## src/rtl/fifo_port_arbiter.sv

```systemverilog
// Round-robin write arbiter and latency-tracking read scheduler for a shared
// delayed-output FIFO; tags every stored word with the producer that wrote it.
module fifo_port_arbiter #(
  parameter int NUM_REQ      = 4,
  parameter int DATA_WIDTH   = 4,
  parameter int FIFO_DEPTH   = 16,
  parameter int READ_LATENCY = 5
) (
  input  logic                            clk,
  input  logic                            rst_n,
  input  logic [NUM_REQ-1:0]              wr_req,
  input  logic [NUM_REQ*DATA_WIDTH-1:0]   wr_data,
  output logic [NUM_REQ-1:0]              wr_gnt,
  input  logic                            rd_req,
  output logic                            rd_valid,
  output logic [DATA_WIDTH-1:0]           rd_data,
  output logic [$clog2(NUM_REQ)-1:0]      rd_src,
  output logic [$clog2(FIFO_DEPTH):0]     level,
  output logic                            fifo_write_en,
  output logic                            fifo_read_en,
  output logic [DATA_WIDTH-1:0]           fifo_data_in,
  input  logic [DATA_WIDTH-1:0]           fifo_data_out,
  input  logic                            fifo_full,
  input  logic                            fifo_empty
);

  localparam int IDX_W = $clog2(NUM_REQ);
  localparam int PTR_W = $clog2(FIFO_DEPTH);

  logic [IDX_W-1:0] ptr;
  logic [IDX_W-1:0] gnt_idx;
  logic             gnt_any;

  logic [IDX_W-1:0] tag_mem [FIFO_DEPTH];
  logic [PTR_W-1:0] tag_wr_ptr;
  logic [PTR_W-1:0] tag_rd_ptr;
  logic [IDX_W-1:0] pop_tag;

  logic [READ_LATENCY-1:0]            vld_sr;
  logic [READ_LATENCY-1:0][IDX_W-1:0] src_sr;

  // Producer index base+off, wrapped into 0..NUM_REQ-1.
  function automatic logic [IDX_W-1:0] wrap_add(input logic [IDX_W-1:0] base, input int off);
    int s;
    s = int'(base) + off;
    if (s >= NUM_REQ) s = s - NUM_REQ;
    return IDX_W'(s);
  endfunction

  function automatic logic [PTR_W-1:0] ptr_inc(input logic [PTR_W-1:0] p);
    return (p == PTR_W'(FIFO_DEPTH - 1)) ? '0 : p + 1'b1;
  endfunction

  // NOTE: every always_comb output gets a default before any branch, so no
  // path leaves it unassigned and no latch is inferred.
  always_comb begin
    gnt_any = 1'b0;
    gnt_idx = '0;
    wr_gnt  = '0;
    // First set request at or after ptr wins; reset and full both block grants.
    if (rst_n && !fifo_full) begin
      for (int k = 0; k < NUM_REQ; k++) begin
        if (!gnt_any && wr_req[wrap_add(ptr, k)]) begin
          gnt_any = 1'b1;
          gnt_idx = wrap_add(ptr, k);
        end
      end
    end
    if (gnt_any) wr_gnt[gnt_idx] = 1'b1;
  end

  assign fifo_write_en = gnt_any;
  assign fifo_data_in  = gnt_any ? wr_data[gnt_idx*DATA_WIDTH +: DATA_WIDTH] : '0;
  assign fifo_read_en  = rst_n && rd_req && !fifo_empty && (level != '0);
  assign rd_data       = fifo_data_out;
  assign pop_tag       = tag_mem[tag_rd_ptr];
  assign rd_valid      = vld_sr[READ_LATENCY-1];
  assign rd_src        = src_sr[READ_LATENCY-1];

  // NOTE: sequential state uses non-blocking assignments so every register
  // samples pre-edge values regardless of process ordering.
  always_ff @(posedge clk or negedge rst_n) begin
    if (!rst_n) begin
      ptr <= '0;
    end else if (gnt_any) begin
      ptr <= wrap_add(gnt_idx, 1);
    end
  end

  // NOTE: the tag storage is deliberately not reset; only the pointers are,
  // and no entry is read before it has been written.
  always_ff @(posedge clk) begin
    if (fifo_write_en) tag_mem[tag_wr_ptr] <= gnt_idx;
  end

  always_ff @(posedge clk or negedge rst_n) begin
    if (!rst_n) begin
      tag_wr_ptr <= '0;
      tag_rd_ptr <= '0;
    end else begin
      if (fifo_write_en) tag_wr_ptr <= ptr_inc(tag_wr_ptr);
      if (fifo_read_en)  tag_rd_ptr <= ptr_inc(tag_rd_ptr);
    end
  end

  // Valid/tag delay line matched to the FIFO read latency.
  always_ff @(posedge clk or negedge rst_n) begin
    if (!rst_n) begin
      vld_sr <= '0;
      src_sr <= '0;
    end else begin
      vld_sr[0] <= fifo_read_en;
      src_sr[0] <= fifo_read_en ? pop_tag : '0;
      for (int i = 1; i < READ_LATENCY; i++) begin
        vld_sr[i] <= vld_sr[i-1];
        src_sr[i] <= src_sr[i-1];
      end
    end
  end

  always_ff @(posedge clk or negedge rst_n) begin
    if (!rst_n) begin
      level <= '0;
    end else begin
      case ({fifo_write_en, fifo_read_en})
        2'b10:   level <= level + 1'b1;
        2'b01:   level <= level - 1'b1;
        default: level <= level;
      endcase
    end
  end

endmodule

```

## config.mk

```make
export PLATFORM = sky130hd
export DESIGN_NAME = fifo_port_arbiter
export DESIGN_NICKNAME = d
export VERILOG_FILES = /design/src/rtl/fifo_port_arbiter.sv
export SDC_FILE = /design/constraint.sdc
export NUM_CORES = 1
export LEC_CHECK = 0
export BUFFER_PORTS_ARGS = -buffer_cell sky130_fd_sc_hd__buf_2
export CAP_MARGIN = 15
export CELL_PAD_IN_SITES_DETAIL_PLACEMENT = 1
export CELL_PAD_IN_SITES_GLOBAL_PLACEMENT = 2
export CORE_ASPECT_RATIO = 1.1
export CORE_UTILIZATION = 41
export DETAILED_ROUTE_END_ITERATION = 10
export HOLD_SLACK_MARGIN = 0.15
export PLACE_DENSITY_LB_ADDON = 0.12
export SLEW_MARGIN = 40
export SYNTH_ARGS = -nofsm -noshare
export SYNTH_HDL_FRONTEND = slang
export SYNTH_SLANG_ARGS = --single-unit
```

## constraint.sdc

```tcl
create_clock -name clk -period 5.5 [get_ports clk]
set_input_delay 1.1 -clock clk [delete_from_list [all_inputs] [get_ports clk]]
set_output_delay 1.1 -clock clk [all_outputs]
set_load 0.005 [all_outputs]
```

# Word level (Yosys, flattened, before mapping)
# Memories as Yosys holds them, arrays and structs flattened.
# Index checks and enable logic that the tools add are counted.
[word_totals]
mem_bits_ro = 0
latch_bits = 0
memories = 1
input_bits = 29
output_inout_bits = 22
mem_bits_rw = 32
elab_cells = 95
register_bits = 30
[op_classes]
n_mux = 40
add_sub_neg = 13
reduce_logical = 15
n_mul = 0
div_mod_pow = 0
shifts = 1
n_eq_ne = 4
n_bitwise = 0
magnitude_cmp = 11
[mem_list]
columns = ["name", "words", "width", "rd", "rd_ports_with_merged_regs", "wr", "line", "text"]
rows = [
  ["tag_mem", 16, 2, 1, 0, 1, "34", "logic [IDX_W-1:0] tag_mem [FIFO_DEPTH];"],
]
[ops]
columns = ["op", "n"]
rows = [
  ["2-to-1 mux 2 bit", 15],
  ["2-to-1 mux 4 bit", 4],
  ["variable part select 16 x 5 -> 4 bit", 1],
  ["< comparator 2 x 3 -> 1 bit (second input constant)", 5],
  ["2-to-1 mux 1 bit", 15],
  ["greater-or-equal comparator 3 bit (second input constant)", 4],
  ["one-hot mux 5 bit (2 select lines)", 1],
  ["subtractor 2 x 1 -> 2 bit (second input constant)", 5],
  ["adder 4 x 1 -> 4 bit (second input constant)", 2],
  ["binary-select mux 1 bit (select 2 bit)", 4],
  ["equality test 4 bit (second input constant)", 2],
  ["logical AND 1 bit", 8],
  ["adder 2 x 1 -> 3 bit (second input constant)", 2],
  ["adder 2 x 2 -> 3 bit (second input constant)", 2],
  ["adder 5 x 1 -> 5 bit (second input constant)", 1],
  ["logical NOT 1 bit", 5],
  ["nonzero test 5 bit", 1],
  ["subtractor 5 x 1 -> 5 bit (second input constant)", 1],
  ["greater-or-equal comparator 2 x 3 -> 1 bit (second input constant)", 1],
  ["demux 1 bit (select 2 bit)", 1],
  ["equality test 2 x 1 -> 1 bit (second input constant)", 1],
  ["equality test 2 bit (second input constant)", 1],
  ["greater-or-equal comparator 2 x 1 -> 1 bit (second input constant)", 1],
  ["nonzero test 2 bit", 1],
]

# Depth between registers and ports, before layout
[logic_depth]
depth_word = 24
ltp_mapped = 12
mapped_depth_nobuf = 10

# Least setup slack after synthesis
# Ideal clock, no wire load.
[synth_path]
kind = "input to output"
from = "in wr_req[0]"
to = "out wr_gnt[2]"
path_stages = 7
arrival_time_ns = 2.698
n_path_buf = 1
slack_ns = 1.702
path_cell_list = "buf_4 nor2b_1 o311a_1 o311ai_4 inv_1 ha_1 and2_1"
[synth_between]
elab_chain_cells = 21
word_cells_on_any_way = 33
cone_classes = "order compare: 2; mux: 24; reduce/logical: 7"
[synth_lines]
columns = ["element", "line", "text"]
rows = [
  ["start, declared", "11", "input logic [NUM_REQ-1:0] wr_req,"],
  ["binary-select mux 1 bit (select 2 bit)", "63", "if (!gnt_any && wr_req[wrap_add(ptr, k)]) begin"],
  ["2-to-1 mux 1 bit (implied by the code)", "63", ""],
  ["2-to-1 mux 1 bit", "63", ""],
  ["2-to-1 mux 1 bit", "61", "if (rst_n && !fifo_full) begin"],
  ["logical NOT 1 bit", "63", ""],
  ["logical AND 1 bit", "63", ""],
  ["2-to-1 mux 1 bit", "63", ""],
  ["2-to-1 mux 1 bit", "61", ""],
  ["(+6 left out)", "-", ""],
  ["2-to-1 mux 2 bit (*)", "63", ""],
  ["2-to-1 mux 2 bit (*)", "61", ""],
  ["net gnt_idx[1]", "31", "logic [IDX_W-1:0] gnt_idx;"],
  ["< comparator 2 x 3 -> 1 bit (implied by the code) or greater-or-equal comparator 2 x 1 -> 1 bit (tied branches)", "69", "if (gnt_any) wr_gnt[gnt_idx] = 1'b1;"],
  ["logical AND 1 bit (implied by the code)", "69", ""],
  ["2-to-1 mux 1 bit (implied by the code)", "69", ""],
  ["demux 1 bit (select 2 bit) (*)", "69", ""],
  ["2-to-1 mux 4 bit (*)", "69", ""],
  ["end, declared", "13", "output logic [NUM_REQ-1:0] wr_gnt,"],
]
# Mark *: on every way through the listed nets, which the timed path passes. The rest lies on a longest branch. The select of a mux whose other input is x is not followed.

# Worst setup path in the final report
[layout_path]
from = "in rst_n"
to = "out wr_gnt[3]"
[layout_between]
elab_chain_cells = 7
word_cells_on_any_way = 9
cone_classes = "order compare: 2; mux: 5; reduce/logical: 2"
[layout_lines]
columns = ["element", "line", "text"]
rows = [
  ["start, declared", "10", "input logic rst_n,"],
  ["logical AND 1 bit (*)", "61", ""],
  ["2-to-1 mux 2 bit (*)", "61", ""],
  ["net gnt_idx[0]", "31", ""],
  ["< comparator 2 x 3 -> 1 bit (implied by the code) or greater-or-equal comparator 2 x 1 -> 1 bit (tied branches)", "69", ""],
  ["logical AND 1 bit (implied by the code)", "69", ""],
  ["2-to-1 mux 1 bit (implied by the code)", "69", ""],
  ["demux 1 bit (select 2 bit) (*)", "69", ""],
  ["2-to-1 mux 4 bit (*)", "69", ""],
]
# Mark *: on every way through the listed nets, which the timed path passes. The rest lies on a longest branch.

==> impl.org <==
** Status
- The flow ran to the end, and the final reports show no timing, DRC or antenna violations.

** CTS
- Hold buffer count at CTS :: 0
- CTS built an H-tree with a depth of 3.
- TritonCTS sink count :: 62
- Clock tree synthesis inserted a total of 9 buffers.
- Maximum buffer depth of the clock tree :: 2
- TritonCTS built the clock tree.
- Clock-pin slew was measured on the worst setup and hold paths at 0.07 ns.
- Gates resized, CTS repair :: 0
- Clock tree root driver cell :: clkbuf_8
- Insertion delay of the later-clocked pin in the worst-skew pair :: 0.33 ns
- The number of setup buffers added after CTS is 0.

** GRT
- Largest net degree at the start of global routing :: 32
- Gr ovfl total :: 0
- The number of antenna violations at the first check in global routing was 0.
- GRT Total Usage :: 0.167
- The via count of the first global-routing pass came to 1902.
- The first global-routing pass estimated 9740 µm of wire.

** STA
- Transition time at the pin with the least slew margin :: 0.680 ns
- The number of pins with negative max-slew slack in the final report is 0.
- Final critical delay including setup and external delays :: 4.29 ns
- Maximum clock rate :: 0.233 GHz
- Final cycle utilization of the critical path :: 0.780
- After routing, the total negative slack on setup checks comes to 0 ns.
- Relative slew slack :: 0.547
- Unrepaired setup endpoints after global routing :: false
- Final Setup Violations :: 0
- For the final database, setup skew stands at 0.00642 ns.
- The final hold violation count was 0.

** Final layout
- P&R area growth vs syn :: 14.4%
- Summing all multi-input logic gate instances after layout gives 1160 µm².
- Commonest cells after routing, fill and taps aside :: buf_2 (42), edfxtp_1 (32), dfrtp_1 (30), and2_1 (14), ha_1 (13)
- Leading cell type in the layout, fill and taps excluded :: buf_2
- Number of diodes :: 0
- For this run, the post-layout net count is 296.
- The layout has 742 filler cells.
- Across the whole layout, storage elements account for 1710 µm².
- Layout cell share with drive strength beyond 1 :: 0.290

** Route
- In the final routed layout, each cell accounts on average for 16.6 µm.
- The final route contains 1845 vias.
- TritonRoute pass-1 iters :: 4
- In this run the remaining antenna-violating nets after routing total 0.
- Initial detailed-routing violation count :: 58
- Routed Wire Length :: 5710 µm
- Mean number of vias per cell :: 5.36
- Drt drc :: 0

** Logic synthesis
- After synthesis, the cell types taking the most area are edfxtp_1 (32%), dfrtp_1 (25%), mux4_2 (7.5%).
- The synthesized design spends more area on one cell type than any other, namely edfxtp_1.
- For this run, the register share of the synthesized area comes to 0.573.
- Synthesis produced a netlist whose cell count is 214.
- Number of nets produced by synthesis :: 256
- Counting flops with an async set or reset pin after synthesis yields a share of 0.484.
- Synthesis Warnings :: 0
- The most used flip-flop cell after synthesis is edfxtp_1.
- Synthesis instantiated 43 different standard cells from the library.
- Post-synth top area share :: 0.322
- Summing every instance area after synthesis gives 2990 µm².
- The synthesized design contains 32 enable-type register cells.
- After synthesis the netlist holds a flip-flop and latch count of 62.
- Dividing the synthesized area by the synthesized cell count gives 14.0 µm².

** Flow run
- Max-cap violations in this run came to 0.

** Floorplan
- The floorplan has 32 rows.
- 51 I/O pins were placed.
- Die ar. :: 7630 µm²
- Placeable core region :: 7050 µm²
- Die width :: 83.4 µm
- In this run the vertical extent of the chip is 91.5 µm.
- The initial utilization of the core area, before any placement, comes to 0.424.

** Worst setup path
- Among the stages of the critical path, the cell type that occurs most often is buf_2.
- The endpoint identified for the worst register-to-register timing path is level[4].
- Worst reg2reg setup slack :: 2.92 ns
- At the worst endpoint, the arrival time is 3.19 ns.
- Worst setup startpoint :: rst_n
- Worst path max stage delay :: 0.46 ns
- The slowest stage of the critical path is the inv_1 cell.
- The worst setup path is launched from an input port.
- Worst setup path class :: input port to primary output
- In this run the critical register-to-register path is launched from level[1].
- Path depth of the worst reg2reg path :: 10
- STA classifies the critical path endpoint as a primary output.
- Req. time, crit path :: 4.40 ns
- In this run the worst path has a maximum fanout of 18.
- The critical path goes through buf_2 > nor2b_1 > o41ai_4 > buf_4 > inv_2 > nand2_1 > inv_1 > ha_1 > and2_1 > buf_2.

** Power and ir drop
- Of the total power, the clock network draws 0.267.
- Cell Pwr Density :: 408 nW/µm²
- Sequential power share :: 0.487
- Max IR drop VDD :: 0.234 mV
- Static leakage :: 1.45 nW
- PnR Total Power :: 1.40 mW
- Of the total power, the share spent switching nets is 0.309.
- Cell Int Power :: 0.964 mW
- Net Sw Power :: 0.431 mW
- Part of the total power dissipated in combinational logic :: 0.246

** Hold path
- The path with the worst hold slack has its endpoint at vld_sr[3].
- Worst Hold Depth :: 0
- Path type of the worst min-delay path :: flop to flop
- The worst hold path begins at vld_sr[2].

** Placement
- Count of buffers from port buffering :: 42
- Routability-driven placement congestion ratio :: 0.717
- Sum of net half-perimeters after detailed placement :: 4080 µm
-- state kept, by name (all words and copies together) (netlist names) --
signal / flops
level: 5
ptr: 2
rd_src: 2
src_sr: 8
tag_mem: 32
tag_rd_ptr: 4
tag_wr_ptr: 4
vld_sr: 5
-- power by group through the flow --
| stage | clock [mW] | sequential [mW] | combinational, mW |
|---|---|---|---|
| 6_report | 0.372 | 0.680 | 0.344 |
| 5_1_grt | 0.404 | 0.704 | 0.385 |
| 4_1_cts | 0.384 | 0.683 | 0.352 |
| 3_5_place_dp | 0 | 0.692 | 0.350 |
| 3_3_place_gp | 0 | 0.688 | 0.347 |
| 2_1_floorplan | 0 | 0.611 | 0.321 |
-- critical path: cells and delay by family --
family / cells / cell delay (ns)
AOI/OAI and AO/OA: 1 / 0.14
adders and majority gates: 1 / 0.24
buffers and inverters: 5 / 1.07
and+or+nand+nor: 3 / 0.63
-- cell usage after synthesis, drive strengths merged (5+ instances only) --
master  count
edfxtp     32
dfrtp      30
and2       14
ha         13
nand2      11
mux4       10
buf         8
clkbuf      8
a21oi       7
o21ai       7
inv         6
a221oi      5
mux2i       5
nor2        5
xor2        5
-- how the worst max path moves through the flow --
stage                 to  slack, ns  depth (start not counted)
5_1_grt        wr_gnt[3]       0.94                         10
2_1_floorplan  wr_gnt[2]       1.70                          7
4_1_cts        wr_gnt[1]       1.15                         10
3_3_place_gp   wr_gnt[1]       1.20                         10
6_report       wr_gnt[3]       1.21                         10
3_5_place_dp   wr_gnt[1]       1.17                         10
-- through the flow --
step | cells | hold WS (ns) | area, µm² | util | setup WS [ns]
floorplan | 214 | 0.331 | 2990 | - | 1.70
global placement | 328 | 0.334 | 3240 | 0.459 | 1.20
detailed placement | 328 | 0.336 | 3240 | 0.459 | 1.17
CTS | 344 | 0.350 | 3420 | 0.485 | 1.15
global route | 344 | 0.363 | 3420 | 0.485 | 0.941
finish | 344 | 0.345 | 3420 | 0.485 | 1.21
-- layer usage --
layer,vias to the layer above,share of wire,track usage
met5,-,0,0
met4,0,0.0086,0.0302
met3,6,0.043,0.0682
met2,30,0.49,0.270
met1,931,0.46,0.213
li1,878,-,-
-- final cells by class --
cell class              instances  area share
flip-flops and latches         62       0.501
clock inverters                 4      0.0139
well taps                      85      0.0311
clock buffers                  12      0.0395
inverters                       6     0.00659
repair buffers                 45      0.0681
multi-input cells             130       0.340
-- logic make-up after synthesis --
kind of cell | count (synthesis) | synth area share
muxes | 18 | 0.103
DFF | 62 | 0.573
buffers and inverters | 22 | 0.0377
adders and majority gates | 13 | 0.0544
AOI/OAI and AO/OA | 37 | 0.104
xor gates and xnor gates | 8 | 0.0235
and+or+nand+nor | 54 | 0.104
(Power assumes the default switching activity.)
